File: config.mk
export PLATFORM = sky130hd
export DESIGN_NAME = scan_index_gen
export DESIGN_NICKNAME = d
export VERILOG_FILES = /design/src/rtl/scan_index_gen.sv
export SDC_FILE = /design/constraint.sdc
export NUM_CORES = 1
export LEC_CHECK = 0
export ABC_AREA = 1
export BUFFER_PORTS_ARGS = -buffer_cell sky130_fd_sc_hd__buf_4
export CAP_MARGIN = 10
export CORE_MARGIN = 3
export CORE_UTILIZATION = 30
export CTS_CLUSTER_DIAMETER = 50
export DETAILED_ROUTE_END_ITERATION = 10
export PLACE_DENSITY = 0.51
export SLEW_MARGIN = 20
export SYNTH_ARGS = -nofsm -noshare
export SYNTH_HDL_FRONTEND = slang
export SYNTH_SLANG_ARGS = --single-unit
File: constraint.sdc
create_clock -name clk -period 1.6 [get_ports clk]
set_input_delay 0.16 -clock clk [delete_from_list [all_inputs] [get_ports clk]]
set_output_delay 0.16 -clock clk [all_outputs]
set_load 0.05 [all_outputs]
File: src/rtl/scan_index_gen.sv
// Index generator for a 4-to-16 decoder, with a prescaled step and run/pause/idle control.
// Latency: A/tick/wrap update on the step edge, DIV clk after entering RUN. No backpressure; stop beats start.
// Optional `SCAN_BLINK_EN: EN blinks every DIV cycles while paused.
module scan_index_gen #(
    parameter int DIV = 25000000
) (
    input  logic       clk,
    input  logic       rst,
    input  logic       start,
    input  logic       stop,
    input  logic [1:0] mode,
    output logic [3:0] A,
    output logic       EN,
    output logic       tick,
    output logic       wrap
);

    localparam int PW = (DIV > 1) ? $clog2(DIV) : 1;
    localparam logic [PW-1:0] PMAX = PW'(DIV - 1);

    localparam logic [1:0] IDLE  = 2'd0;
    localparam logic [1:0] RUN   = 2'd1;
    localparam logic [1:0] PAUSE = 2'd2;

    logic [1:0]    state;
    logic [PW-1:0] pre;
    logic          dir;       // 1 = counting down
    logic          pre_last;
    logic [3:0]    a_nxt;
    logic          dir_nxt;
    logic          wrap_nxt;
    logic          eff_dir;

    assign pre_last = (pre == PMAX);

    always_comb begin
        a_nxt    = A;
        dir_nxt  = dir;
        wrap_nxt = 1'b0;
        eff_dir  = dir;
        case (mode)
            2'b00: begin
                a_nxt    = A + 4'd1;
                wrap_nxt = (A == 4'hF);
            end
            2'b01: begin
                a_nxt    = A - 4'd1;
                wrap_nxt = (A == 4'h0);
            end
            2'b10: begin
                // An endpoint always points inward, even when arriving from up/down/hold mode.
                eff_dir  = (A == 4'hF) ? 1'b1 : (A == 4'h0) ? 1'b0 : dir;
                a_nxt    = eff_dir ? (A - 4'd1) : (A + 4'd1);
                wrap_nxt = (a_nxt == 4'hF) || (a_nxt == 4'h0);
                dir_nxt  = (a_nxt == 4'hF) ? 1'b1 : (a_nxt == 4'h0) ? 1'b0 : eff_dir;
            end
            default: begin
                a_nxt    = A;
                wrap_nxt = 1'b0;
            end
        endcase
    end

    always_ff @(posedge clk or posedge rst) begin
        if (rst) begin
            state <= IDLE;
            A     <= 4'h0;
            EN    <= 1'b0;
            tick  <= 1'b0;
            wrap  <= 1'b0;
            pre   <= '0;
            dir   <= 1'b0;
        end else begin
            tick <= 1'b0;
            wrap <= 1'b0;
            case (state)
                IDLE: begin
                    if (start && !stop) begin
                        state <= RUN;
                        A     <= (mode == 2'b01) ? 4'hF : 4'h0;
                        dir   <= (mode == 2'b01);
                        pre   <= '0;
                        EN    <= 1'b1;
                    end
                end
                RUN: begin
                    // A stop on a would-be step edge swallows that step entirely.
                    if (stop) begin
                        state <= PAUSE;
                        pre   <= '0;
                    end else if (pre_last) begin
                        pre  <= '0;
                        tick <= 1'b1;
                        wrap <= wrap_nxt;
                        A    <= a_nxt;
                        dir  <= dir_nxt;
                    end else begin
                        pre <= pre + 1'b1;
                    end
                end
                PAUSE: begin
                    if (stop) begin
                        state <= IDLE;
                        A     <= 4'h0;
                        EN    <= 1'b0;
                        pre   <= '0;
                    end else if (start) begin
                        state <= RUN;
                        pre   <= '0;
                        EN    <= 1'b1;
                    end
`ifdef SCAN_BLINK_EN
                    else if (pre_last) begin
                        pre <= '0;
                        EN  <= ~EN;
                    end else begin
                        pre <= pre + 1'b1;
                    end
`endif
                end
                default: begin
                    state <= IDLE;
                    A     <= 4'h0;
                    EN    <= 1'b0;
                    pre   <= '0;
                end
            endcase
        end
    end

endmodule

==> impl_metrics.env, run 1 <==
export IMPL_yosysUniqueCellTypes=32
export IMPL_std_cell_rows=33
export IMPL_grt_first_pass_wirelength_mm=12.23
export IMPL_dieArea_um2=9860
export IMPL_finalCriticalPeriod_ns=1.639
export IMPL_hold_class="input port to register"
export IMPL_synth_edf_count=0
export IMPL_ios=13
export IMPL_ctsLongestPathBuffers=2
export IMPL_wl_mm=7.627
export IMPL_fp_coreArea_um2=8341
export IMPL_multi_input_area_um2=1841
export IMPL_power_density_nw_per_um2=987.6
export IMPL_syn_area_per_cell_um2=6.696
export IMPL_setup_viol_count_final=9
export IMPL_drtAntennaViolNets=0
export IMPL_viasPerCell=4.806
export IMPL_cap_viol_max_count=0
export IMPL_critPathBufInv=1
export IMPL_worstPathCellList="ha_4 -> nand3_4 -> nor2_4 -> nand2_2 -> nor2_2 -> nand2_2 -> nand2_2 -> nand2_2 -> nor2_4 -> inv_2 -> nand2_1 -> nand2_1"
export IMPL_first_global_vias=2594
export IMPL_p_leak_nw=1.772
export IMPL_fillers=840
export IMPL_dpl_hpwl_mm=5.610
export IMPL_wl_per_cell_um=13.31
export IMPL_slowest_stage="dfrtp_1"
export IMPL_synth_most_common_cell="nand2_1"
export IMPL_route_detailed_drc=0
export IMPL_async_flop_share=1.000
export IMPL_fin_tns_setup_ns=-0.2300
export IMPL_post_place_cells=552
export IMPL_io_buffers=12
export IMPL_critPathTopFamily="simple AND/OR/NAND/NOR gates"
export IMPL_netlist_instances=390
export IMPL_crit_required_ns=1.77
export IMPL_worstPathArrival_ns=1.81
export IMPL_critPathMaxStageDelay_ns=0.40
export IMPL_grt_usage=0.1516
export IMPL_worstSetupStartpointType="register"
export IMPL_syn_num_nets=403
export IMPL_grt_max_degree=17
export IMPL_ir_drop_mv=0.9481
export IMPL_synth_area_um2=2611
export IMPL_fin_ws_ns=-0.03948
export IMPL_synth_seq_cells=35
export IMPL_dr_pass1_iters=4
export IMPL_initial_core_util=0.3131
export IMPL_finalMaxSlewViolations=0
export IMPL_yosysWarnings=0
export IMPL_status="finished, violations left"
export IMPL_finalHoldViolCount=0
export IMPL_gr_total_overflow=0
export IMPL_worstMarginPinSlew_ns=0.6746
export IMPL_endpoint_kind="register"
export IMPL_cts_tree="done"
export IMPL_clk_pin_slew_ns=0.08
export IMPL_ys_seq_area_frac=0.3354
export IMPL_cts_made_buffers=5
export IMPL_dr_first_iter_drc_count=88
export IMPL_area_growth_pct=46.91
export IMPL_grt_setup_unrepaired="true"
export IMPL_nNetsFinal=480
export IMPL_final_seq_area_um2=890.9
export IMPL_finalCritPeriodShare=1.025
export IMPL_yosysTopAreaCellShare=0.3354
export IMPL_fin_skew_ns=0.01243
export IMPL_synth_area_leader_cell="dfrtp_1"
export IMPL_cp_max_fo=6
export IMPL_fmax_mhz=610.0
export IMPL_worstSkewPairLatency_ns=0.29
export IMPL_h_tree_depth=2
export IMPL_clock_sinks=35
export IMPL_antenna_found_initial=0
export IMPL_critical_path_class="register to register"
export IMPL_synth_ff_type="dfrtp_1"
export IMPL_ys_top_cells_by_count="nand2_1, inv_1, nor2_1"
export IMPL_violations="setup timing"
export IMPL_place_gp_congestion=0.8221
export IMPL_die_w_um=99.30
export IMPL_die_height_um=99.30
export IMPL_path_common_cell="nand2_2"
export IMPL_vias=2754
export IMPL_synth_area_top_cells="dfrtp_1, nand2_1, inv_1"
export IMPL_relSlewSlack=0.5498
export IMPL_drive_gt1_frac=0.3932
export IMPL_fin_cells=573
export IMPL_antenna_cells=0
export IMPL_ctsRootBufferMaster="clkbuf_8"
timing repair:
action | CTS | global route
pin swaps | 5 | 28
endpoints found under the hold margin | 9 | 0
gates cloned | 0 | 1
gates resized for setup | 14 | 76
setup endpoints to repair | 24 | 29
buffers inserted | 3 | 8
hold buffers | 1 | 0
cells in the final DEF (no fill, tap or decap), types with 6 or more instances in the layout:
| cell | n |
|---|---|
| o21ai_0 | 6 |
| dfrtp_1 | 27 |
| nand2_2 | 21 |
| buf_4 | 70 |
| nand2_1 | 101 |
| a21oi_1 | 9 |
| inv_1 | 48 |
| nor2_1 | 29 |
| nor3_4 | 7 |
| nand4_1 | 10 |
| dfrtp_2 | 6 |
| nor2_4 | 7 |
| nor3_1 | 9 |
| nor2_2 | 15 |
| nor3_2 | 10 |
| nand3_1 | 26 |
report_power, final:
group          internal (mW)  switching (mW)  leakage, nW
Sequential             0.966           0.111        0.468
Clock                  0.624           0.353       0.0654
Combinational          0.692            1.04         1.24
Total                   2.28            1.51         1.77
sequential cells by signal (all words and copies together) (netlist names):
signal,cells
A,4
dir,1
state,2
wrap,1
EN,1
pre,25
tick,1
worst paths after layout:
check                      cells past startpoint          startpoint  slack, ns                   to
max reg2reg                                   12  pre[0]$_DFFE_PP0P_      -0.04     A[1]$_DFFE_PP0P_
min in group asynchronous                      3                 rst       0.52     A[2]$_DFFE_PP0P_
min reg2reg                                    2      EN$_DFFE_PP0P_       0.52       EN$_DFFE_PP0P_
min                                            2                stop       0.10       tick$_DFF_PP0_
max in group asynchronous                      4                 rst       0.54  pre[20]$_DFFE_PP0P_
max                                           12  pre[0]$_DFFE_PP0P_      -0.04     A[1]$_DFFE_PP0P_
logic make-up (layout without fill, tap and decap cells):
logic type | count (synthesis) | count (layout) | synth area share
compound gates | 30 | 30 | 0.06420
xor+xnor | 3 | 3 | 0.01006
fa+ha+maj | 7 | 7 | 0.03354
buf+inv | 61 | 139 | 0.1021
flops | 35 | 35 | 0.3354
simple gates | 254 | 254 | 0.4547
layout make-up:
class                           count  area share
Clock inverter                      2     0.01566
Multi-Input combinational cell    294      0.4798
Timing Repair inverter              1    0.002283
Sequential cell                    35      0.2322
Timing Repair Buffer               75      0.1559
Inverter                           55     0.06099
Tap cell                          105     0.03425
Clock buffer                        6     0.01892
routing by layer:
| layer | vias to the layer above | global-route usage | share of wire |
|---|---|---|---|
| li1 | 1409 | - | - |
| met1 | 1291 | 0.2093 | 0.46 |
| met5 | - | 0 | 0 |
| met2 | 41 | 0.2510 | 0.50 |
| met4 | 0 | 0.03151 | 0.014 |
| met3 | 13 | 0.02454 | 0.025 |
per-stage QoR:
step,hold slack (ns),total power [mW],setup slack [ns],cell area [um^2],util
2_1_floorplan,0.2304,2.104,0.001822,2669,-
3_3_place_gp,0.3143,2.554,-0.07939,3246,0.3891
3_5_place_dp,0.3135,2.554,-0.09443,3246,0.3891
4_1_cts,0.07755,3.646,-0.01004,3472,0.4163
5_1_grt,0.1019,4.044,-0.1715,3836,0.4599
6_report,0.1018,3.788,-0.03948,3836,0.4599
No activity file was read; power rests on OpenSTA's default activity.
==> run 2: changes to the inputs <==
Settings changed: CAP_MARGIN 10 to 20, CELL_PAD_IN_SITES_DETAIL_PLACEMENT set to 0, CELL_PAD_IN_SITES_GLOBAL_PLACEMENT set to 1, PLACE_DENSITY 0.51 to 0.63.
Clock period 1.6 ns to 1.7 ns, I/O delays scaled along.
==> run 2 against run 1 <==
The flow finishes with violations (hold timing). Cell count shrank 3.8%. Wire length decreased by 3.5%. Worst setup slack better by 0.13 ns. Sequential power fell by 6%. Worst hold slack worse by 0.10 ns. Flip-flop and latch count is the same. First-iteration DRC count decreased by 11%. Non-clock buffer count fell by 21. Critical endpoint is now wrap$_DFF_PP0_. Largest power group unchanged. Highest routed layer unchanged.
==> impl_metrics.env, run 2 (synthesized netlist as in run 1, its figures left out) <==
export IMPL_wl_per_cell_um=13.35
export IMPL_fmax_mhz=619.4
export IMPL_top_register="pre"
export IMPL_p_leak_nw=1.514
export IMPL_postCtsHoldBufs=0
export IMPL_drive_gt1_frac=0.3027
export IMPL_ctsRootBufferMaster="clkbuf_8"
export IMPL_violations="hold timing"
export IMPL_worstMarginPinSlew_ns=0.5104
export IMPL_fin_skew_ns=0.004970
export IMPL_cp_max_fo=4
export IMPL_fin_tns_setup_ns=0
export IMPL_startpoint="A[1]$_DFFE_PP0P_"
export IMPL_antenna_found_initial=0
export IMPL_wl_mm=7.358
export IMPL_nNetsFinal=458
export IMPL_mostFrequentLayoutCells="nand2_1, buf_4, inv_1, nor2_1, nand3_1"
export IMPL_critical_path_class="register to register"
export IMPL_relSlewSlack=0.6597
export IMPL_highest_layer="met4"
export IMPL_hold_class="input port to async pin"
export IMPL_cap_viol_max_count=0
export IMPL_hold_ws_ns=-0.002183
export IMPL_place_area_um2=3040
export IMPL_route_detailed_drc=0
export IMPL_wl_met2_mm=3.538
export IMPL_ios=13
export IMPL_fp_coreArea_um2=8341
export IMPL_area_growth_pct=29.08
export IMPL_std_cell_rows=33
export IMPL_gr_total_overflow=0
export IMPL_largest_register_ffs=25
export IMPL_path_common_cell="nand2_1"
export IMPL_viasPerCell=4.811
export IMPL_h_tree_depth=2
export IMPL_grt_setup_unrepaired="true"
export IMPL_ctsLongestPathBuffers=2
export IMPL_mostFrequentLayoutCell="nand2_1"
export IMPL_vias=2651
export IMPL_worstSetupStartpointType="register"
export IMPL_clock_sinks=35
export IMPL_finalCriticalPeriod_ns=1.614
export IMPL_ir_drop_mv=0.7579
export IMPL_grt_usage=0.1552
export IMPL_finalHoldViolCount=4
export IMPL_final_area_um2=3371
export IMPL_met3_length_um=154
export IMPL_status="finished, violations left"
export IMPL_finalMaxSlewViolations=0
export IMPL_rr_startpoint="A[1]$_DFFE_PP0P_"
export IMPL_finalCritPeriodShare=0.9497
export IMPL_drtAntennaViolNets=0
export IMPL_io_buffers=12
export IMPL_worstPathCellList="ha_4 -> nand3_4 -> nand2_2 -> nand2_2 -> nand2_1 -> nand2_1 -> nand2_1 -> inv_1 -> nand2_1 -> nand2_1 -> nand2_1 -> a21oi_1"
export IMPL_clk_pin_slew_ns=0.08
export IMPL_grt_first_pass_wirelength_mm=12.36
export IMPL_critPathBufInv=1
export IMPL_cts_tree="done"
export IMPL_top_regs="pre: 25 flops, A: 4 flops, state: 2 flops"
export IMPL_worstSkewPairLatency_ns=0.29
export IMPL_setup_viol_count_final=0
export IMPL_endpoint_kind="register"
export IMPL_antenna_cells=0
export IMPL_crit_required_ns=1.92
export IMPL_die_w_um=99.30
export IMPL_grt_max_degree=36
export IMPL_first_global_vias=2608
export IMPL_worstPathArrival_ns=1.83
export IMPL_initial_core_util=0.3131
export IMPL_dr_first_iter_drc_count=78
export IMPL_critPathMaxStageDelay_ns=0.47
export IMPL_cts_made_buffers=5
export IMPL_dieArea_um2=9860
export IMPL_slowest_stage="dfrtp_2"
export IMPL_dpl_hpwl_mm=5.604
export IMPL_dr_pass1_iters=4
export IMPL_place_gp_congestion=0.9039
export IMPL_critPathTopFamily="simple AND/OR/NAND/NOR gates"
export IMPL_die_height_um=99.30
export IMPL_wl_met1_mm=3.519
export IMPL_power_density_nw_per_um2=917.3
-- run 2: cell count changes in the layout (fill, tap and decap cells not counted), sizes merged --
cell	before	now
clkbuf	6	7
buf	74	54
bufinv	2	0
dlygate4sd3	1	0
-- run 2: report_power, final --
part	internal, mW	switching (mW)	total [mW]
sequential	0.900	0.124	1.02
clock	0.328	0.335	0.663
combinational	0.527	0.878	1.41
-- run 2: layout make-up --
cell class                 count  area (um^2)
multi-input combinational    294         1622
timing repair buffer          54        421.7
tap                          105        131.4
clock inverter                 1        5.005
sequential                    35        885.9
clock buffer                   7        86.33
fill                         879         4970
inverter                      55        219.0
-- run 2: metal layers --
layer  GRT usage  vias up
met5           0        -
met4     0.04727        0
met3     0.03015       13
met2      0.2603       29
met1      0.2018     1245
li1            -     1364
-- run 2: worst reg2reg max path, delay by kind of cell, from the launching register on --
kind	cells	cell delay, ns
AO/OA/AOI/OAI	1	0.14
buffers and inverters	1	0.05
flip-flops	1	0.47
AND/OR/NAND/NOR	9	0.69
adder cells (fa/ha/maj)	1	0.20
-- run 2: path summary, 6_finish.rpt --
| check | slack (ns) | cells past startpoint | to |
|---|---|---|---|
| worst max-delay path | 0.09 | 12 | wrap$_DFF_PP0_ |
| worst min-delay path | -0.002 | 3 | pre[2]$_DFFE_PP0P_ |
| worst max register to register | 0.09 | 12 | wrap$_DFF_PP0_ |
| worst min register to register | 0.51 | 2 | EN$_DFFE_PP0P_ |
| max in group asynchronous | 1.32 | 3 | pre[9]$_DFFE_PP0P_ |
| min in group clk | 0.09 | 2 | tick$_DFF_PP0_ |
-- run 2: what timing repair did --
item	CTS	global route
buffers inserted	3	5
pin swaps	2	9
cloned	0	0
gates resized for setup	7	38
setup endpoints to repair	15	29
-- run 2: through the flow --
| stage | utilization | setup WS (ns) | cells | power [mW] |
|---|---|---|---|---|
| 5_1_grt | 0.4041 | -0.07950 | 551 | 3.317 |
| 6_report | 0.4041 | 0.08555 | 551 | 3.092 |
| 4_1_cts | 0.3812 | 0.008957 | 546 | 2.922 |
| 2_1_floorplan | - | 0.01613 | 390 | 1.878 |
| 3_5_place_dp | 0.3645 | -0.01750 | 535 | 2.184 |
| 3_3_place_gp | 0.3645 | -0.02616 | 535 | 2.193 |
==> run 3: changes to the inputs <==
Settings changed: CORE_UTILIZATION 30 to 25, PLACE_DENSITY 0.63 to 0.55.
==> run 3 against run 2 <==
Combinational power increased by 14%. Largest cell class unchanged. The run still ends with hold timing left. Clock power down 3.6%. Clock skew up 0.0082 ns. Die area increased by 19%. Via count increased by 0.75%. Critical path depth unchanged. Global-route usage shrank 1.2 points. Maximum frequency decreased by 0.19%. Count of clock-buffer cells in the layout unchanged. Utilization shrank 4.4 points. Register-to-register slack about the same.
==> impl_metrics.env, run 3 (synthesized netlist as in run 1, its figures left out) <==
export IMPL_status="finished, violations left"
export IMPL_violations="hold timing"
export IMPL_critical_path_class="register to register"
export IMPL_worstSkewPairLatency_ns=0.30
export IMPL_worstPathCellList="ha_4 -> nand3_4 -> nor2_2 -> nand2_2 -> nor2_2 -> nand2_2 -> nand2_2 -> nand2_2 -> nor2_4 -> inv_2 -> nand2_1 -> nand2_1"
export IMPL_clk_pin_slew_ns=0.09
export IMPL_postCtsHoldBufs=0
export IMPL_hold_class="input port to async pin"
export IMPL_hold_ws_ns=-0.001958
export IMPL_path_common_cell="nand2_2"
export IMPL_cap_viol_max_count=0
export IMPL_grt_first_pass_wirelength_mm=13.25
export IMPL_mostFrequentLayoutCells="nand2_1, buf_4, inv_1, nor2_1, nand3_1"
export IMPL_ios=13
export IMPL_crit_cells=12
export IMPL_worstPathArrival_ns=1.81
export IMPL_finalMaxSlewViolations=0
export IMPL_worstSetupStartpointType="register"
export IMPL_relSlewSlack=0.6570
export IMPL_antenna_cells=0
export IMPL_power_density_nw_per_um2=913.7
export IMPL_p_leak_nw=1.586
export IMPL_grt_max_degree=36
export IMPL_die_height_um=108.2
export IMPL_critPathMaxStageDelay_ns=0.39
export IMPL_dieArea_um2=11710
export IMPL_fmax_mhz=618.2
export IMPL_fin_util=0.3599
export IMPL_critPathTopFamily="simple AND/OR/NAND/NOR gates"
export IMPL_fp_coreArea_um2=9955
export IMPL_grt_setup_unrepaired="true"
export IMPL_antenna_found_initial=0
export IMPL_largest_register_ffs=25
export IMPL_die_w_um=108.2
export IMPL_wl_per_cell_um=13.58
export IMPL_dr_first_iter_drc_count=93
export IMPL_grt_usage=0.1429
export IMPL_finalHoldViolCount=3
export IMPL_h_tree_depth=2
export IMPL_cts_tree="done"
export IMPL_worstMarginPinSlew_ns=0.5145
export IMPL_mostFrequentLayoutCell="nand2_1"
export IMPL_highest_layer="met4"
export IMPL_ir_drop_mv=0.3836
export IMPL_endpoint_kind="register"
export IMPL_first_global_vias=2608
export IMPL_std_cell_rows=36
export IMPL_ctsRootBufferMaster="clkbuf_8"
export IMPL_wl_mm=8.025
export IMPL_ff2ff_path_depth=12
export IMPL_slowest_stage="dfrtp_1"
export IMPL_drive_gt1_frac=0.3603
export IMPL_place_gp_congestion=0.8162
export IMPL_finalCriticalPeriod_ns=1.618
export IMPL_fin_skew_ns=0.01320
export IMPL_top_regs="pre: 25 flops, A: 4 flops, state: 2 flops"
export IMPL_viasPerCell=4.519
export IMPL_initial_core_util=0.2623
export IMPL_wl_met2_mm=3.577
export IMPL_finalCritPeriodShare=0.9515
export IMPL_critPathBufInv=1
export IMPL_nNetsFinal=470
export IMPL_top_register="pre"
export IMPL_setup_viol_count_final=0
export IMPL_cp_max_fo=6
export IMPL_drtAntennaViolNets=0
export IMPL_fin_tns_setup_ns=0
export IMPL_area_growth_pct=37.18
export IMPL_dr_pass1_iters=4
export IMPL_crit_required_ns=1.89
export IMPL_ctsLongestPathBuffers=2
export IMPL_met3_length_um=179
export IMPL_wl_met1_mm=4.192
export IMPL_io_buffers=12
export IMPL_vias=2671
export IMPL_clock_sinks=35
export IMPL_dpl_hpwl_mm=5.828
export IMPL_cts_made_buffers=5
export IMPL_gr_total_overflow=0
export IMPL_route_detailed_drc=0
[run 3: cell count changes in the layout (fill, tap and decap cells not counted), moves of 4 or more]
cell,previous run,this run
nor2_1,35,31
buf_4,52,62
nand2_2,14,18
nand2_1,111,105
nor2_2,11,15
[run 3: per-layer routing]
layer	vias up	global-route usage
met4	0	0.03246
met1	1250	0.2124
met3	4	0.01970
li1	1388	-
met5	-	0
met2	29	0.2189
[run 3: stage by stage]
stage	setup WS, ns	std cells	total power, mW	hold WS [ns]	instance area (um^2)
global placement	-0.05213	564	2.237	0.3386	3095
finish	0.08243	591	3.273	-0.001958	3582
detailed placement	-0.03139	564	2.235	0.3435	3095
global route	-0.07651	591	3.500	0.06155	3582
floorplan	0.01613	390	1.878	0.2404	2616
CTS	0.0002900	572	2.891	0.02086	3184
[run 3: final cells by class]
| class | instances | area [um^2] |
|---|---|---|
| fillers | 1103 | 6372 |
| multi-input cells | 295 | 1709 |
| flip-flops and latches | 35 | 889.6 |
| repair buffers | 65 | 516.7 |
| inverters | 55 | 219.0 |
| well taps | 133 | 166.4 |
| clock buffers | 7 | 76.32 |
| clock inverters | 1 | 5.005 |
[run 3: path summary, 6_finish.rpt]
path	startpoint	end	slack, ns
min in group clk	stop	tick$_DFF_PP0_	0.09
setup reg to reg	pre[1]$_DFFE_PP0P_	A[1]$_DFFE_PP0P_	0.08
max in group asynchronous	rst	A[2]$_DFFE_PP0P_	1.31
hold reg to reg	EN$_DFFE_PP0P_	EN$_DFFE_PP0P_	0.51
hold / removal	rst	pre[16]$_DFFE_PP0P_	-0.002
setup / recovery	pre[1]$_DFFE_PP0P_	A[1]$_DFFE_PP0P_	0.08
[run 3: power by group]
group          switching (mW)  leakage, nW  internal (mW)  total, mW
combinational           0.981         1.08          0.625       1.61
sequential              0.128        0.464          0.900       1.03
clock                   0.349       0.0422          0.289      0.639
total                    1.46         1.59           1.81       3.27
[run 3: repair_timing]
| action | 4_1_cts | 5_1_grt |
|---|---|---|
| gates resized for setup | 3 | 65 |
| buffers inserted | 0 | 18 |
| endpoints found under the setup margin | 11 | 29 |
| pin swaps | 0 | 19 |
| cloned | 0 | 1 |
[run 3: worst min-delay path, delay by kind of cell]
family	cells	cell delay [ns]
buffers and inverters	3	0.57
